## src/rtl/mac_sched_pkg.sv

```systemverilog
// mac_sched_pkg: shared state encoding and width helpers for the MAC slot scheduler.
package mac_sched_pkg;
  typedef enum logic [1:0] {IDLE = 2'd0, LOAD = 2'd1, RUN = 2'd2, DONE = 2'd3} state_t;
  localparam int STAT_W = 16;
  function automatic int cnt_w(int lat);
    return lat > 2 ? $clog2(lat) : 1;
  endfunction
endpackage

```

## src/rtl/mac_slot_scheduler_rr_arbiter.sv

```systemverilog
// rr_arbiter: stateless round-robin pick, searching from ptr upward modulo N.
module rr_arbiter #(
  parameter int N = 4
) (
  input  logic [N-1:0]         req,
  input  logic [$clog2(N)-1:0] ptr,
  output logic [N-1:0]         gnt,
  output logic [$clog2(N)-1:0] gnt_idx
);
  localparam int IW = $clog2(N);
  logic found;
  logic [IW-1:0] j;
  function automatic int wrap(int a);
    return a >= N ? a - N : a;
  endfunction
  always_comb begin
    gnt = '0;
    gnt_idx = '0;
    found = 1'b0;
    j = '0;
    for (int k = 0; k < N; k++) begin
      j = IW'(wrap(int'(ptr) + k));
      if (!found && req[j]) begin
        found = 1'b1;
        gnt[j] = 1'b1;
        gnt_idx = j;
      end
    end
  end
endmodule

```

## src/rtl/mac_slot_scheduler.sv

```systemverilog
// mac_slot_scheduler: round-robin sharing of one MAC slot; MAC_SLOT_SCHED_STATS_EN adds
// per-requester saturating grant counters (stat_grants) with a synchronous clear (stat_clr).
module mac_slot_scheduler import mac_sched_pkg::*; #(
  parameter int NUM_REQ         = 4,
  parameter int ATTR_WIDTH      = 24,
  parameter int RAM1_DATA_WIDTH = 34,
  parameter int ACC_WIDTH       = 20,
  parameter int MAC_LATENCY     = 6
) (
  input  logic                               clk,
  input  logic                               rst_n,
  input  logic [NUM_REQ-1:0]                 req_valid,
  output logic [NUM_REQ-1:0]                 req_ready,
  input  logic [NUM_REQ*ATTR_WIDTH-1:0]      req_attr,
  input  logic [NUM_REQ*RAM1_DATA_WIDTH-1:0] req_coeff,
  output logic [ATTR_WIDTH-1:0]              mac_attr,
  output logic [RAM1_DATA_WIDTH-1:0]         mac_coeff,
  output logic                               mac_start,
  input  logic [ACC_WIDTH-1:0]               mac_acc,
  output logic                               res_valid,
  input  logic                               res_ready,
  output logic [$clog2(NUM_REQ)-1:0]         res_id,
  output logic [ACC_WIDTH-1:0]               res_acc,
  output logic                               busy
`ifdef MAC_SLOT_SCHED_STATS_EN
  ,
  output logic [NUM_REQ*STAT_W-1:0]          stat_grants,
  input  logic                               stat_clr
`endif
);
  localparam int IW = $clog2(NUM_REQ);
  localparam int CNT_W = cnt_w(MAC_LATENCY);
  state_t state;
  logic [IW-1:0] rr_ptr, gnt_idx;
  logic [NUM_REQ-1:0] gnt;
  logic [CNT_W-1:0] cnt;
  logic xfer;
  rr_arbiter #(.N(NUM_REQ)) u_arb (.req(req_valid), .ptr(rr_ptr), .gnt(gnt), .gnt_idx(gnt_idx));
  assign req_ready = state == IDLE ? gnt : '0;
  assign xfer = |(req_valid & req_ready);
  always_ff @(posedge clk or negedge rst_n) begin
    if (!rst_n) begin
      state <= IDLE;
      rr_ptr <= '0;
      cnt <= '0;
      mac_attr <= '0;
      mac_coeff <= '0;
      mac_start <= 1'b0;
      res_valid <= 1'b0;
      res_id <= '0;
      res_acc <= '0;
      busy <= 1'b0;
    end else begin
      mac_start <= 1'b0;
      case (state)
        IDLE: if (xfer) begin
          mac_attr <= req_attr[int'(gnt_idx)*ATTR_WIDTH +: ATTR_WIDTH];
          mac_coeff <= req_coeff[int'(gnt_idx)*RAM1_DATA_WIDTH +: RAM1_DATA_WIDTH];
          res_id <= gnt_idx;
          rr_ptr <= gnt_idx == IW'(NUM_REQ - 1) ? '0 : gnt_idx + 1'b1;
          mac_start <= 1'b1;
          busy <= 1'b1;
          state <= LOAD;
        end
        LOAD: begin
          cnt <= '0;
          state <= RUN;
        end
        RUN: begin
          cnt <= cnt + 1'b1;
          if (cnt == CNT_W'(MAC_LATENCY - 1)) begin
            res_acc <= mac_acc;
            res_valid <= 1'b1;
            state <= DONE;
          end
        end
        DONE: if (res_ready) begin
          res_valid <= 1'b0;
          busy <= 1'b0;
          state <= IDLE;
        end
        default: state <= IDLE;
      endcase
    end
  end
`ifdef MAC_SLOT_SCHED_STATS_EN
  logic [STAT_W-1:0] stat_q [NUM_REQ];
  for (genvar i = 0; i < NUM_REQ; i++) begin : g_stat
    always_ff @(posedge clk or negedge rst_n) begin
      if (!rst_n) stat_q[i] <= '0;
      else if (stat_clr) stat_q[i] <= '0;
      else if (xfer && gnt[i] && !(&stat_q[i])) stat_q[i] <= stat_q[i] + 1'b1;
    end
    assign stat_grants[i*STAT_W +: STAT_W] = stat_q[i];
  end
`endif
endmodule

```

## config.mk

```make
export PLATFORM = sky130hd
export DESIGN_NAME = mac_slot_scheduler
export DESIGN_NICKNAME = d
export VERILOG_FILES = /design/src/rtl/mac_sched_pkg.sv /design/src/rtl/mac_slot_scheduler_rr_arbiter.sv /design/src/rtl/mac_slot_scheduler.sv
export SDC_FILE = /design/constraint.sdc
export NUM_CORES = 1
export LEC_CHECK = 0
export CORE_AREA = 2 2 135 137
export CTS_CLUSTER_SIZE = 14
export DETAILED_ROUTE_END_ITERATION = 6
export DIE_AREA = 0 0 137 139
export HOLD_SLACK_MARGIN = 0.12
export PLACE_DENSITY = 0.73
export SLEW_MARGIN = 5
export SYNTH_ARGS = -nofsm -noshare
export SYNTH_HDL_FRONTEND = slang
export SYNTH_SLANG_ARGS = --single-unit
```

## constraint.sdc

```tcl
create_clock -name clk -period 3.1 [get_ports clk]
set_clock_uncertainty 0.1 [all_clocks]
set_input_delay 0.62 -clock clk [delete_from_list [all_inputs] [get_ports clk]]
set_output_delay 0.62 -clock clk [all_outputs]
set_load 0.02 [all_outputs]
```

==> qor.yml <==
core.rowCount: 49
yosysSeqAreaShare_pct: 40.9
drive_gt1_share_pct: 33.2
ys_warn_count: 0
yosys_register_bits: 90
cts_tree: "yes"
clk_latency_ns: 0.34
holdWs_ns: 0.172
gp_congestion: 0.903
clkSlewWorstSetupHoldPaths_ns: 0.07
die_area_mm2: 0.0190
rr_endpoint: "mac_attr[11]"
core_area_mm2: 0.0177
route.detailed.drc: 0
slew_violations: 0
cap_violations: 0
grt_pass1_vias: 5392
place_ws_ns: -0.669
synth_edf_count: 0
synth_compound_area_share_pct: 6.20
path_max_fanout: 7
synth_common_cells: "90 x dfrtp_1, 79 x mux2_2, 61 x mux4_2, 13 x ha_1, 12 x buf_6"
wl_um: 20600
yosysTopAreaCellShare_pct: 40.9
synthSimpleGateAreaFrac_pct: 3.09
syn_inst: 360
hold_class: "in -> async"
finalSetupViolCount: 33
cp.arrival_ns: 3.27
yosysTopAreaCell: "dfrtp_1"
max_stage_delay_ns: 0.50
cp_data_required_time_ns: 3.22
violations: "setup timing"
r2r_slack_ns: -0.04
path_delay_family: "multiplexers"
synth_xor_area_share_pct: 0.159
cp_cell_sequence: "clkdlybuf4s15_1 > buf_6 > mux4_2 > buf_6 > buf_4 > a211oi_4 > o21ai_4 > buf_12 > buf_12 > buf_16 > mux4_2 > mux2_4"
crit_start: "req_valid[0]"
fmax_mhz: 318
place_hpwl_um: 15700
wl_per_cell_um: 20.9
reg2reg_depth: 12
synth.cell_area_mm2: 0.00551
nNetsFinal: 1023
die_x_um: 137
synthMuxAreaShare_pct: 42.3
clock-sinks: 90
drt-initial-drc-count: 210
grt_max_degree: 43
num_io_pins: 346
cts_buffer_depth: 2
grt_use_total_pct: 21.2
worstSetupPathType: "in -> reg"
cp-end-kind: "register"
status: "finished with violations"
synthArstFlopShare_pct: 100
yosysMostFrequentCell: "dfrtp_1"
area_growth_pct: 87.6
ant_nets: 0
syn_nets: 632
portBuffers: 345
grt_pass1_wl_um: 30200
ir_drop_v: 0.000466
synth_top_family_by_area: "multiplexers"
vias: 4931
final_core_util_pct: 58.5
ctsRootBufferMaster: "clkbuf_16"
power_leakage_nw: 4.19
syn_avg_cell_area_um2: 15.3
synthTopCellsByArea: "dfrtp_1 41%, mux4_2 25%, mux2_2 16%"
power_density_mw_per_mm2: 1020
rsz0062_at_grt: "true"
post-route-period-util_pct: 102
dr.pass1.iters: 4
antenna_found_initial: 2
worst-path-buf-inv: 7
numCtsBuffers: 9
synth_fa_ha_area_share_pct: 2.95
cts_hold_buf: 0
ys_types: 43
start_util_pct: 31.2
critPathSlowestCell: "mux4_2"
post-route-min-period_ns: 3.15
die_h_um: 139
htreeDepth: 3
routed_via_density: 5.00
setup_slack_ns: -0.0476
worst_slew_pin_slew_ns: 0.939
grt_overflow_total: 0
hold_viol: 0
synth-main-ff-cell: "dfrtp_1"
cp-start-kind: "input port"
relSlewSlack_pct: 37.2
through the flow:
stage | TNS [ns] | total power [mW] | cell area, µm² | cells
final | -1.01 | 10.6 | 10300 | 987
after global routing | -5.47 | 11.2 | 10300 | 987
after CTS | -0.0667 | 10.3 | 10100 | 979
after detailed placement | -42.34 | 8.43 | 9430 | 944
after global placement | -39.25 | 8.28 | 9430 | 944
after floorplan | 0 | 6.02 | 5540 | 360
flip-flops by register name, summed over array words and instances, names as in the netlist, named ones only:
register   flops
rr_ptr         1
cnt            3
res_acc       20
mac_coeff     34
busy           1
res_id         2
res_valid      1
state          2
mac_attr      24
mac_start      1
where the power goes:
group	internal, mW	switching (mW)
sequential	1.75	0.329
combinational	4.33	3.04
clock	0.599	0.501
total	6.68	3.87
logic make-up after synthesis:
logic type	after synthesis
DFF	90
and+or+nand+nor	30
AOI/OAI and AO/OA	42
xor gates and xnor gates	1
buffers and inverters	38
muxes	146
adders and majority gates	13
repair_timing:
action / CTS / global route
setup buffers: 14 / 5
resized for setup: 55 / 39
gates cloned: 5 / 2
setup endpoints to repair: 67 / 65
pin swaps: 7 / 7
per-layer routing:
layer	routed length [µm]	global-route usage, %
met2	10700	37.2
met3	1520	5.12
met4	731	9.44
met1	7700	24.3
met5	0	0
layout make-up:
class | count | area [µm²]
well taps | 229 | 287
inverters | 12 | 45.0
repair buffers | 406 | 4220
diodes | 2 | 5.00
clock inverters | 5 | 43.8
multi-input cells | 232 | 3220
clock buffers | 11 | 253
flip-flops and latches | 90 | 2250
fillers | 1344 | 7330
cell usage in the layout, fill, tap and decap left out, types with 4 or more instances in the layout:
| master | count |
|---|---|
| clkbuf_16 | 11 |
| buf_6 | 8 |
| clkdlybuf4s50_1 | 336 |
| mux2_2 | 58 |
| nand3_1 | 4 |
| inv_1 | 10 |
| buf_12 | 11 |
| mux4_2 | 61 |
| o21ai_0 | 8 |
| nand3b_1 | 4 |
| mux2_4 | 23 |
| dfrtp_1 | 89 |
| buf_4 | 38 |
| buf_16 | 6 |
| nand2_1 | 7 |
| ha_1 | 12 |
how the worst max path moves through the flow:
stage                     to  slack, ns  depth (start not counted)
3_3_place_gp    req_ready[3]      -0.61                          7
6_report        mac_attr[11]      -0.05                         12
4_1_cts        mac_coeff[13]      -0.01                         11
5_1_grt         mac_attr[11]      -0.15                         11
3_5_place_dp    mac_attr[21]      -0.67                          9
2_1_floorplan  mac_coeff[23]      0.007                          8
No activity file was read; power rests on OpenSTA's default activity.
==> patch, RTL diff (same settings) <==
Change the parameter `RAM1_DATA_WIDTH` from 34 to 17.
--- a/src/rtl/mac_slot_scheduler.sv
+++ b/src/rtl/mac_slot_scheduler.sv
@@ -4,5 +4,5 @@
   parameter int NUM_REQ         = 4,
   parameter int ATTR_WIDTH      = 24,
-  parameter int RAM1_DATA_WIDTH = 34,
+  parameter int RAM1_DATA_WIDTH = 17,
   parameter int ACC_WIDTH       = 20,
   parameter int MAC_LATENCY     = 6
Ports: changed (resized mac_coeff and req_coeff); port bits go from 346 to 261. No check against the original RTL was run, so the function may have changed too.
==> patch against the original RTL <==
The flow still finishes with violations (negative setup slack). Critical path type is now register to output port. Sequential cell count fell by 17. Global-route usage fell by 0.81 points. Wire length fell by 4.0%. Total power barely moved. Area after synthesis rose by 15%. Sequential power fell by 21%. Critical endpoint is now req_ready[1]. Setup slack improved by 0.046 ns. Maximum frequency rose by 1.5%. First-iteration DRC count rose by 43%. Largest cell class is now multi-input gates. Core utilization fell by 2.7 points. Largest power group unchanged. Combinational power rose by 5.2%. Final area fell by 4.6%. Count of clock-buffer cells in the layout fell by 2.
==> patch: results (changes against the original RTL) <==
status = finished with violations (unchanged)
failing checks = negative setup slack (unchanged)
critical path class = register to output port (was input pin to register)
Slowest-stage cell, CP = dfrtp_4 (was mux4_2)
# fillers = 1603 (was 1344)
final net count = 1186 (was 1023)
Top Registers = mac_attr: 24 flops, res_acc: 20 flops, mac_coeff: 17 flops (was mac_coeff: 34 flops, mac_attr: 24 flops, res_acc: 20 flops)
largest net degree at the start of global routing = 69 (was 43)
Synth Area in Adders = 2.56% (was 2.95%)
CP peak stage delay = 0.45 ns (was 0.50 ns)
critical path endpoint = req_ready[1] (was mac_attr[11])
P_sw = 4.77 mW (was 3.87 mW)
slack of the critical path = -0.00124 ns (was -0.0476 ns)
share of cells above drive strength 1 = 17.8% (was 33.2%)
DPL Wire Length = 14500 um (was 15700 um)
worst slew pin tran = 0.999 ns (was 0.939 ns)
Worst EP arrival = 2.38 ns (was 3.27 ns)
met3 WL post-DR = 1630 um (was 1520 um)
Cell variety after synth = 47 (was 43)
synth top area cells = dfrtp_1, mux2i_1, mux2_2, nand2_1, a31oi_2 (was dfrtp_1, mux4_2, mux2_2, ha_1, buf_6)
multiplexer share of the synthesized area = 32.1% (was 42.3%)
metal2 WL = 9770 um (was 10700 um)
vias in the first global route = 6051 (was 5392)
endpoints failing setup = 1 (was 33)
sequential share of the synthesized area = 28.8% (was 40.9%)
CP max FO = 5 (was 7)
GP Congestion = 0.850 (was 0.903)
XOR/XNOR share of the synthesized area = 0.276% (was 0.159%)
reg2reg end = mac_coeff[14] (was mac_attr[11])
patch: changes by cell type after synthesis, sizes merged, moves of 41 or more:
cell,delta
a21oi,+44
mux4,-58
nand3,+41
nand2,+85
nor2,+44
o21ai,+41
a31oi,+42
mux2i,+124
patch: what timing repair did:
item / in CTS / in global routing
endpoints found under the setup margin: 50 / 44
buffers inserted: 1 / 0
gates resized for setup: 25 / 8
pin swaps: 2 / 0
endpoints found under the hold margin: 0 / 0
gates cloned: 0 / 0
patch: metrics by stage:
step / cell area, sq um / hold WS, ns / utilization [%] / instances / worst slack [ns]
after floorplan: 6430 / 0.224 / - / 724 / -0.0575
after global placement: 9490 / 0.386 / 53.8 / 1199 / -0.707
after detailed placement: 9490 / 0.394 / 53.8 / 1199 / -0.738
after CTS: 9840 / 0.166 / 55.8 / 1216 / -0.0103
after global routing: 9850 / 0.193 / 55.8 / 1216 / -0.0979
final: 9850 / 0.152 / 55.8 / 1216 / -0.00124
patch: final cells by class:
| cell class | instances | area share [%] |
|---|---|---|
| clock inverters | 7 | 1.03 |
| well taps | 229 | 2.91 |
| repair buffers | 311 | 31.4 |
| flip-flops and latches | 73 | 18.6 |
| inverters | 17 | 0.699 |
| multi-input cells | 570 | 43.1 |
| clock buffers | 9 | 2.29 |
patch: power by group through the flow:
stage          Combinational (mW)  Sequential, mW  Clock (mW)
3_5_place_dp                 7.75            1.67           0
4_1_cts                      7.79            1.65        1.19
6_report                     7.75            1.65        1.17
5_1_grt                      8.45            1.70        1.23
3_3_place_gp                 7.66            1.64           0
2_1_floorplan                4.74            2.11           0
patch: kinds of logic (layout without fill, tap and decap cells):
kind of cell,count (synthesis),after routing
compound gates,158,158
simple gates,205,205
flops,73,73
mux,192,192
buf+inv,81,344
fa+ha+maj,13,13
xor+xnor,2,2
patch: routing by layer:
layer	vias up	track usage (%)
li1	3139	-
met1	2960	24.7
met2	222	35.6
met3	25	5.45
met4	0	5.26
met5	-	0
patch: worst min path at each step:
stage                                      end  slack, ns  cells after the start
CTS                                     cnt[0]       0.17                      1
finish                             res_acc[11]       0.15                      1
global placement                   res_acc[10]       0.39                      1
floorplan           asynchronous set/reset pin       0.22                      0
detailed placement                  res_acc[7]       0.39                      1
global route                       res_acc[11]       0.19                      1
